`config.mk`:
```
export PLATFORM = sky130hd
export DESIGN_NAME = sram_port_arbiter_flat
export DESIGN_NICKNAME = d
export VERILOG_FILES = /design/src/rtl/sram_port_arbiter_if.sv /design/src/rtl/sram_port_arbiter.sv /design/src/flat_wrapper.sv
export SDC_FILE = /design/constraint.sdc
export NUM_CORES = 1
export LEC_CHECK = 0
export ABC_CLOCK_PERIOD_IN_PS = 2300
export CAP_MARGIN = 40
export CORE_AREA = 2 2 98 100
export DETAILED_ROUTE_END_ITERATION = 8
export DIE_AREA = 0 0 100 102
export HOLD_SLACK_MARGIN = 0.03
export REMOVE_ABC_BUFFERS = 1
export SLEW_MARGIN = 10
export SYNTH_ARGS = -nofsm -noshare
export SYNTH_HDL_FRONTEND = slang
export SYNTH_SLANG_ARGS = --single-unit
```
`constraint.sdc`:
```
create_clock -name clk -period 2.3 [get_ports clk]
set_input_delay 0.46 -clock clk [delete_from_list [all_inputs] [get_ports clk]]
set_output_delay 0.46 -clock clk [all_outputs]
set_load 0.02 [all_outputs]
```
`src/rtl/sram_port_arbiter_if.sv`:
```
// Requester-side bundle for sram_port_arbiter: the instruction-fetch (im)
// read port and the data (dm) read/write port.
// master = the CPU side that issues requests; slave = the arbiter.
interface sram_port_arbiter_if;
  // Instruction-fetch port (read only)
  logic        im_req;
  logic [31:0] im_addr;
  logic        im_gnt;
  logic        im_rvalid;
  logic [31:0] im_rdata;

  // Data port (read when dm_we == 0, byte-masked write otherwise)
  logic        dm_req;
  logic [3:0]  dm_we;
  logic [31:0] dm_addr;
  logic [31:0] dm_wdata;
  logic        dm_gnt;
  logic        dm_rvalid;
  logic [31:0] dm_rdata;

  modport master (
    output im_req, im_addr,
    output dm_req, dm_we, dm_addr, dm_wdata,
    input  im_gnt, im_rvalid, im_rdata,
    input  dm_gnt, dm_rvalid, dm_rdata
  );

  modport slave (
    input  im_req, im_addr,
    input  dm_req, dm_we, dm_addr, dm_wdata,
    output im_gnt, im_rvalid, im_rdata,
    output dm_gnt, dm_rvalid, dm_rdata
  );
endinterface

```
`src/rtl/sram_port_arbiter.sv`:
```
// sram_port_arbiter: shares one single-port SRAM between the instruction-fetch
// and data ports, one access per cycle. Grants are combinational; read data
// returns one cycle after the grant, matching the SRAM's 1-cycle read latency.
//
// Default build: the data port has fixed priority, and a starvation counter
// force-grants instruction fetch after MAX_WAIT consecutive denied cycles.
// Define SRAM_ARB_RR_EN to replace this with round-robin between the two
// ports (a last_winner flop; the starvation counter is removed).
module sram_port_arbiter #(
  parameter int unsigned ADDR_W   = 14,  // SRAM word-address width
  parameter int unsigned MAX_WAIT = 4,   // denied im cycles before a forced grant
  parameter int unsigned CNT_W    = 4    // starvation counter width
) (
  input  logic              clk,
  input  logic              rst,       // asynchronous, active low
  sram_port_arbiter_if.slave bus,
  output logic              sram_cs,
  output logic              sram_oe,
  output logic [ADDR_W-1:0] sram_a,
  output logic [3:0]        sram_web,
  output logic [31:0]       sram_di,
  input  logic [31:0]       sram_do
);

  // Who owns the SRAM read data arriving next cycle; writes own nothing.
  typedef enum logic [1:0] {
    OWN_NONE  = 2'd0,
    OWN_IM    = 2'd1,
    OWN_DM_RD = 2'd2
  } owner_e;

  owner_e           owner_q, owner_d;
  logic [CNT_W-1:0] wait_cnt_q;
  logic             im_gnt, dm_gnt;
  logic             dm_is_read;

  assign dm_is_read = (bus.dm_we == 4'h0);

`ifdef SRAM_ARB_RR_EN
  typedef enum logic {
    WIN_DM = 1'b0,
    WIN_IM = 1'b1
  } winner_e;

  winner_e last_winner_q, last_winner_d;

  // Round-robin has no starvation counter.
  assign wait_cnt_q = '0;

  // Grant: on a simultaneous request the port that did not win last time wins.
  always_comb begin
    im_gnt = 1'b0;
    dm_gnt = 1'b0;
    if (bus.im_req && bus.dm_req) begin
      if (last_winner_q == WIN_IM) dm_gnt = 1'b1;
      else                         im_gnt = 1'b1;
    end else begin
      im_gnt = bus.im_req;
      dm_gnt = bus.dm_req;
    end
  end

  // Remember the most recent winner; hold it across idle cycles.
  always_comb begin
    last_winner_d = last_winner_q;
    if (im_gnt)      last_winner_d = WIN_IM;
    else if (dm_gnt) last_winner_d = WIN_DM;
  end

  // Round-robin state register; IM after reset so dm wins the first tie.
  always_ff @(posedge clk or negedge rst) begin
    if (!rst) last_winner_q <= WIN_IM;
    else      last_winner_q <= last_winner_d;
  end

  logic unused_rr;
  assign unused_rr = ^wait_cnt_q;
`else
  logic [CNT_W-1:0] wait_cnt_d;
  logic             force_im;

  assign force_im = bus.im_req && (wait_cnt_q == CNT_W'(MAX_WAIT));

  // Grant: forced im first, then fixed dm priority, then im.
  always_comb begin
    // NOTE: every output of a combinational block gets a default first so no
    // path through the if/else can leave it unassigned and infer a latch.
    im_gnt = 1'b0;
    dm_gnt = 1'b0;
    if (force_im)         im_gnt = 1'b1;
    else if (bus.dm_req)  dm_gnt = 1'b1;
    else if (bus.im_req)  im_gnt = 1'b1;
  end

  // Starvation counter: count denied im cycles, saturate at MAX_WAIT,
  // clear on an im grant or when im stops requesting.
  always_comb begin
    wait_cnt_d = '0;
    if (bus.im_req && !im_gnt) begin
      if (wait_cnt_q == CNT_W'(MAX_WAIT)) wait_cnt_d = wait_cnt_q;
      else                                wait_cnt_d = wait_cnt_q + 1'b1;
    end
  end

  // Starvation counter register.
  always_ff @(posedge clk or negedge rst) begin
    // NOTE: state flops use non-blocking assignment so every flop samples the
    // pre-edge values regardless of block evaluation order.
    if (!rst) wait_cnt_q <= '0;
    else      wait_cnt_q <= wait_cnt_d;
  end
`endif

  assign bus.im_gnt = im_gnt;
  assign bus.dm_gnt = dm_gnt;

  // SRAM drive: steer the winning port onto the SRAM pins; idle pins are quiet.
  always_comb begin
    sram_cs  = 1'b0;
    sram_oe  = 1'b0;
    sram_a   = '0;
    sram_web = 4'hF;
    sram_di  = '0;
    if (im_gnt) begin
      sram_cs = 1'b1;
      sram_oe = 1'b1;
      sram_a  = bus.im_addr[ADDR_W+1:2];
    end else if (dm_gnt) begin
      sram_cs  = 1'b1;
      sram_oe  = dm_is_read;
      sram_a   = bus.dm_addr[ADDR_W+1:2];
      sram_web = ~bus.dm_we;
      sram_di  = bus.dm_wdata;
    end
  end

  // Owner of next cycle's read data; dm writes complete at the grant edge.
  always_comb begin
    owner_d = OWN_NONE;
    if (im_gnt)                    owner_d = OWN_IM;
    else if (dm_gnt && dm_is_read) owner_d = OWN_DM_RD;
  end

  // Owner register; reset discards any read still in flight.
  always_ff @(posedge clk or negedge rst) begin
    if (!rst) owner_q <= OWN_NONE;
    else      owner_q <= owner_d;
  end

  // Responses: the owner flop selects which port sees sram_do this cycle.
  assign bus.im_rvalid = (owner_q == OWN_IM);
  assign bus.dm_rvalid = (owner_q == OWN_DM_RD);
  assign bus.im_rdata  = bus.im_rvalid ? sram_do : 32'h0;
  assign bus.dm_rdata  = bus.dm_rvalid ? sram_do : 32'h0;

  // Byte-offset and above-range address bits are deliberately ignored.
  logic unused_addr;
  assign unused_addr = ^{bus.im_addr[31:ADDR_W+2], bus.im_addr[1:0],
                         bus.dm_addr[31:ADDR_W+2], bus.dm_addr[1:0]};

endmodule

```
`src/flat_wrapper.sv`:
```
// flat-port wrapper written by rule: the top's interface ports become plain ports
module sram_port_arbiter_flat 
#(
  parameter int unsigned ADDR_W   = 14,                            
  parameter int unsigned MAX_WAIT = 4,                                            
  parameter int unsigned CNT_W    = 4                               
)
  (clk, rst, sram_cs, sram_oe, sram_a, sram_web, sram_di, sram_do, bus_im_req, bus_im_addr, bus_dm_req, bus_dm_we, bus_dm_addr, bus_dm_wdata, bus_im_gnt, bus_im_rvalid, bus_im_rdata, bus_dm_gnt, bus_dm_rvalid, bus_dm_rdata);
  sram_port_arbiter_if bus_i ();
  input  logic clk;
  input  logic rst;
  output logic sram_cs;
  output logic sram_oe;
  output logic [ADDR_W-1:0] sram_a;
  output logic [3:0] sram_web;
  output logic [31:0] sram_di;
  input  logic [31:0] sram_do;
  input wire logic [$bits(bus_i.im_req)-1:0] bus_im_req;
  input wire logic [$bits(bus_i.im_addr)-1:0] bus_im_addr;
  input wire logic [$bits(bus_i.dm_req)-1:0] bus_dm_req;
  input wire logic [$bits(bus_i.dm_we)-1:0] bus_dm_we;
  input wire logic [$bits(bus_i.dm_addr)-1:0] bus_dm_addr;
  input wire logic [$bits(bus_i.dm_wdata)-1:0] bus_dm_wdata;
  output wire logic [$bits(bus_i.im_gnt)-1:0] bus_im_gnt;
  output wire logic [$bits(bus_i.im_rvalid)-1:0] bus_im_rvalid;
  output wire logic [$bits(bus_i.im_rdata)-1:0] bus_im_rdata;
  output wire logic [$bits(bus_i.dm_gnt)-1:0] bus_dm_gnt;
  output wire logic [$bits(bus_i.dm_rvalid)-1:0] bus_dm_rvalid;
  output wire logic [$bits(bus_i.dm_rdata)-1:0] bus_dm_rdata;
  assign bus_i.im_req = bus_im_req;
  assign bus_i.im_addr = bus_im_addr;
  assign bus_i.dm_req = bus_dm_req;
  assign bus_i.dm_we = bus_dm_we;
  assign bus_i.dm_addr = bus_dm_addr;
  assign bus_i.dm_wdata = bus_dm_wdata;
  assign bus_im_gnt = bus_i.im_gnt;
  assign bus_im_rvalid = bus_i.im_rvalid;
  assign bus_im_rdata = bus_i.im_rdata;
  assign bus_dm_gnt = bus_i.dm_gnt;
  assign bus_dm_rvalid = bus_i.dm_rvalid;
  assign bus_dm_rdata = bus_i.dm_rdata;
  sram_port_arbiter #(.ADDR_W(ADDR_W), .MAX_WAIT(MAX_WAIT), .CNT_W(CNT_W)) u_core (.clk(clk), .rst(rst), .bus(bus_i), .sram_cs(sram_cs), .sram_oe(sram_oe), .sram_a(sram_a), .sram_web(sram_web), .sram_di(sram_di), .sram_do(sram_do));
endmodule
```
* Yosys cells after proc, flatten, opt, wreduce, memory -nomap -nowiden
Cells that the tools add are included.
** Cells by class
- Eq/ne operators :: 4
- Multiplexer cells :: 21
- Reductions and logical operators :: 5
- Bitwise logic cells :: 1
- Add/sub/neg operators :: 1
** Operators by type and width (count)
- $mux 32 :: 4
- $mux 14 :: 2
- $mux 4 :: 4
- $mux 1 :: 9
- $add 4x1->4 const B :: 1
- $eq 4x3->1 const B :: 1
- $logic_not 4->1 :: 1
- $mux 2 :: 2
- $not 4->4 :: 1
- $logic_and 1x1->1 :: 3
- $eq 2x1->1 const B :: 1
- $eq 2x2->1 const B :: 1
- $ne 2x2->1 const B :: 1
- $logic_not 1->1 :: 1
** Word-level totals
- Bits of input ports :: 136
- Register bits :: 6
- Word-level logic and storage cells :: 34

* Longest topological paths before layout
Gate-level depths: netlist of run 1.
- Word-level depth :: 6
- Gate-level depth with buffers :: 7

* Worst setup path before layout of run 1
No wires, ideal clock.
- Path kind :: reg-to-output
- Start point :: register u_core.wait_cnt_q[0]
- End point :: output sram_a[10]
- Buffers on the path :: 1
- Required time :: 1840 ps
- Setup slack :: 443 ps
- Cell stages (with the launch flop) :: 7
- Arrival :: 1397 ps
- Path through :: dfrtp_1 > inv_1 > ha_1 > nand4b_4 > o21ai_2 > buf_4 > a22o_1
** On the way
- Elaborated cells between the ends (all ways) :: 6
- Classes of those cells :: 1 x eq/ne; 4 x mux; 1 x reduce/logical
** RTL lines
- start, declared :: line sram_port_arbiter.sv:33 : logic [CNT_W-1:0] wait_cnt_q;
- start signal, assigned :: line sram_port_arbiter.sv:110 : else wait_cnt_q <= wait_cnt_d;
- $eq 4x3->1 :: line sram_port_arbiter.sv:82 : assign force_im = bus.im_req && (wait_cnt_q == CNT_W'(MAX_WAIT));
- $logic_and 1x1->1 :: line sram_port_arbiter.sv:82
- $mux 1 :: line sram_port_arbiter.sv:90 : if (force_im) im_gnt = 1'b1;
- named net bus_im_gnt :: line flat_wrapper.sv:24 : output wire logic [$bits(bus_i.im_gnt)-1:0] bus_im_gnt;
- $mux 14 :: line sram_port_arbiter.sv:124 : if (im_gnt) begin
- end, declared :: line flat_wrapper.sv:14 : output logic [ADDR_W-1:0] sram_a;
The timed path passes the listed nets, and every way through them passes these cells.

* Worst setup path after layout of run 1
- Start point :: input bus_dm_we[2]
- End point :: output sram_oe
** On the way
- Word-level cells in the longest chain between the ends :: 3
** RTL lines
- start, declared :: line flat_wrapper.sv:21 : input wire logic [$bits(bus_i.dm_we)-1:0] bus_dm_we;
- $logic_not 4->1 :: line sram_port_arbiter.sv:37 : assign dm_is_read = (bus.dm_we == 4'h0);
- $mux 1 :: line sram_port_arbiter.sv:128 : end else if (dm_gnt) begin
- $mux 1 :: line sram_port_arbiter.sv:124
- end, declared :: line flat_wrapper.sv:13 : output logic sram_oe;
Every way passes these cells.

==> out/results.txt, run 1 <==
Setup repair after global routing could not meet its margin everywhere. Setup TNS: 0 ns. The violation count after the first detailed-routing iteration was 32; the initial antenna violation count was 0. Detailed placement finished with a half-perimeter wire length of 5140 µm. The logs give 0 for the max-cap violation count and 486 for the total instance count after detailed placement. The final-report max-slew violation count is 0. The logs give 0.000334 ns for the worst setup skew after layout and 0.00911 mm² for the area inside the core boundary. Of the total power, the share spent switching nets is 33.2%.

The worst setup path is captured at an output port. The detail-routed net length per standard cell is 12.0 µm. The transition at the pin with the smallest max-transition slack was 0.284 ns; the total routed wirelength was 5860 µm. Data arrives at the worst endpoint at 1.75 ns.

The kind of launch point of the worst setup path is a primary input. The synthesized instance count is 159, and the worst reg2reg path depth is 6. The repair_antennas step left the layout with diodes totalling 0. The worst-path maximum fanout is 2, and the biggest cell delay along the critical path is 0.54 ns. The share of total power dissipated in combinational logic is 67.0%.

The top-area cell type share of the netlist area was 35.5%; the overall via count from detail_route was 1916. The run gives 2 as the maximum clock path buffer count. The post-layout minimum cycle time came out at 2.21 ns. The worst setup path is of the in -> out kind. The synthesized flop and latch total was 6; the weighted congestion at the end of routability-driven global placement was 0.728.

For the worst setup path, the data required time is 1.84 ns. The worst hold path class is in -> async. Once placement finished, the instance area stood at 0.00352 mm². Headroom to the max-slew limit came out at 81.1%. In this run, distinct cell masters in the synthesized netlist total 22.

The DRC violation count after routing was 0. The run finished with clean final reports. In the global route stage, overall resource usage came out at 9.95%. Number of setup violations in the final report: 0.

The highest attainable clock frequency was 0.453 GHz; the static leakage power was 1.66 nW. The logs give 0.534 mW for the total internal power and 0.22 ns for the latest clock arrival within the worst-skew pair. The number of hold buffers added after CTS was 0. The tools report the final net count as 518. In the layout the commonest cells are clkdlybuf4s50_1, and2_1, dlygate4sd2_1. VDD sags by at most 0.000180 V. The sink count of the clock tree came out at 6. For this run, the number of standard cells in the final layout without fillers is 489. The total number of H-tree levels is 1, and the count of TritonRoute iterations in the first routing pass is 4.

In this run the clock root is driven by a clkbuf_8. The mean number of vias per cell came out at 3.92. The library cell with the largest summed area after synthesis was and2_1. The count of buffers from port buffering came out at 219. The final worst-path setup slack came out at 0.0905 ns. Ranked by total cell area, the synthesized netlist is headed by and2_1, and3_1, dfrtp_1, a22o_1, clkbuf_1. Before CTS, the worst setup slack after placement is -0.439 ns.

The fraction of final layout cells with drive strength greater than 1 works out to 6.08%. Dividing total power by cell area gives a power density of 227 mW/mm². From bottom edge to top edge, the die measures 102 µm. The most common library cell in the layout ignoring fill and taps was clkdlybuf4s50_1. With fillers left out, the area of the finished cells amounts to 0.00352 mm². The final-report hold violation count came out at 0. Sequential cells account for 13.8% of the total power. The number of nets with antenna violations after routing was 0; the overall power was 0.799 mW.

The area added between synthesis and finish is 212%, and the width of the die is 100 µm. The run gives 0.00113 mm² as the summed instance area of the synthesized netlist. The critical path goes through clkdlybuf4s50_1, or4_1, o21bai_1, buf_4. The die footprint is 0.0102 mm², and the clock-pin slew of the registers on the worst-case setup and hold paths is 0.03 ns. The first global-routing pass estimated 8380 µm of wire. The final critical path takes up 96.1% of the cycle. On the critical path, the stage with the largest delay is an instance of or4_1. Summed over all layers, the global routing overflow is 0.

In this run, CTS created clock tree buffers numbering 3. After floorplanning, the core was divided into 35 placement rows. TritonCTS built the clock tree. The logs give 12.4% for the starting density of the core and 256 for the number of primary I/O pins. Maximum number of pins on one net before global-route repair: 34. For this run, the number of Yosys warnings is 0. The average size of a mapped cell was 7.10 µm²; the proportion of power drawn by the clock network was 19.1%.

Summed over all nets, the switching power comes to 0.265 mW. The share of the Yosys chip area taken by registers is 13.3%. For the number of global-route vias before repair, the log shows 1825.
state kept, by name, summed over array words and instances (netlist names):
name	flops
u_core.owner_q	2
u_core.wait_cnt_q	4
cells in the mapped netlist:
library cell  instances
nand3_1               2
xor2_1                1
inv_1                 3
ha_1                  2
nand4b_4              1
and3_1               33
clkbuf_1             13
nor2b_1               2
o21ai_2               1
or4_1                 1
buf_4                 1
nand2_2               1
or2_2                 1
and2_1               64
nand2_1               4
a22o_1               14
nor2_1                4
o21bai_1              1
inv_2                 1
dfrtp_1               6
xnor2_1               1
buf_6                 2
area by class of cell:
class / count / area, µm²
fillers: 989 / 5590
repair buffers: 232 / 2290
multi-input cells: 133 / 885
flip-flops and latches: 6 / 150
well taps: 111 / 139
clock buffers: 3 / 41.3
inverters: 4 / 17.5
per-stage QoR:
stage / util, % / hold WS (ns)
floorplan: - / 0.164
detailed placement: 38.6 / 0.544
CTS: 38.4 / 0.490
finish: 38.7 / 0.484
global route: 38.7 / 0.502
global placement: 38.6 / 0.519
what timing repair did:
item | 4_1_cts | 5_1_grt
resized for setup | 63 | 15
endpoints found under the setup margin | 54 | 15
setup buffers | 0 | 0
hold endpoints to repair | 0 | 0
worst paths after layout:
kind | to | slack, ns | start
worst max-delay path | sram_oe | 0.09 | bus_dm_we[2]
worst min-delay path | u_core.wait_cnt_q[0]$_DFFE_PN0P_ | 0.48 | rst
worst max register to register | u_core.wait_cnt_q[3]$_DFFE_PN0P_ | 1.01 | u_core.wait_cnt_q[0]$_DFFE_PN0P_
worst min register to register | u_core.wait_cnt_q[0]$_DFFE_PN0P_ | 0.54 | u_core.wait_cnt_q[0]$_DFFE_PN0P_
max in group asynchronous | u_core.wait_cnt_q[1]$_DFFE_PN0P_ | 1.60 | rst
min in group clk | u_core.wait_cnt_q[0]$_DFFE_PN0P_ | 0.54 | u_core.wait_cnt_q[0]$_DFFE_PN0P_
cell families after synthesis:
logic type,share of synthesized area [%]
buffers and inverters,8.31
and+or+nand+nor,62.3
DFF,13.3
adders and majority gates,2.22
AOI/OAI and AO/OA,12.3
xor gates and xnor gates,1.55
worst max-delay path: cells and delay by family:
family                 cells  cell delay, ns
AO/OA/AOI/OAI              1            0.16
buffers and inverters      2            0.59
AND/OR/NAND/NOR            1            0.54
power by group through the flow:
stage	clock, mW	sequential [mW]	combinational (mW)
floorplan	0	0.112	0.196
finish	0.153	0.111	0.535
CTS	0.158	0.111	0.538
global route	0.168	0.111	0.572
detailed placement	0	0.112	0.578
global placement	0	0.112	0.575
routing by layer:
metal  vias to the layer above  track usage, %  part of all wire [%]
met5                         -               0                     0
met4                         0            1.26                  0.14
met3                         2            4.04                    13
met2                       119            19.3                    51
met1                       823            10.3                    36
li1                        972               -                     -
No activity file was read; power rests on OpenSTA's default activity.
==> run 2: changes to the inputs <==
- CTS_CLUSTER_SIZE: not set -> 10
==> results of run 2 <==
The final DEF is identical to that of run 1; final timing and power are the same.
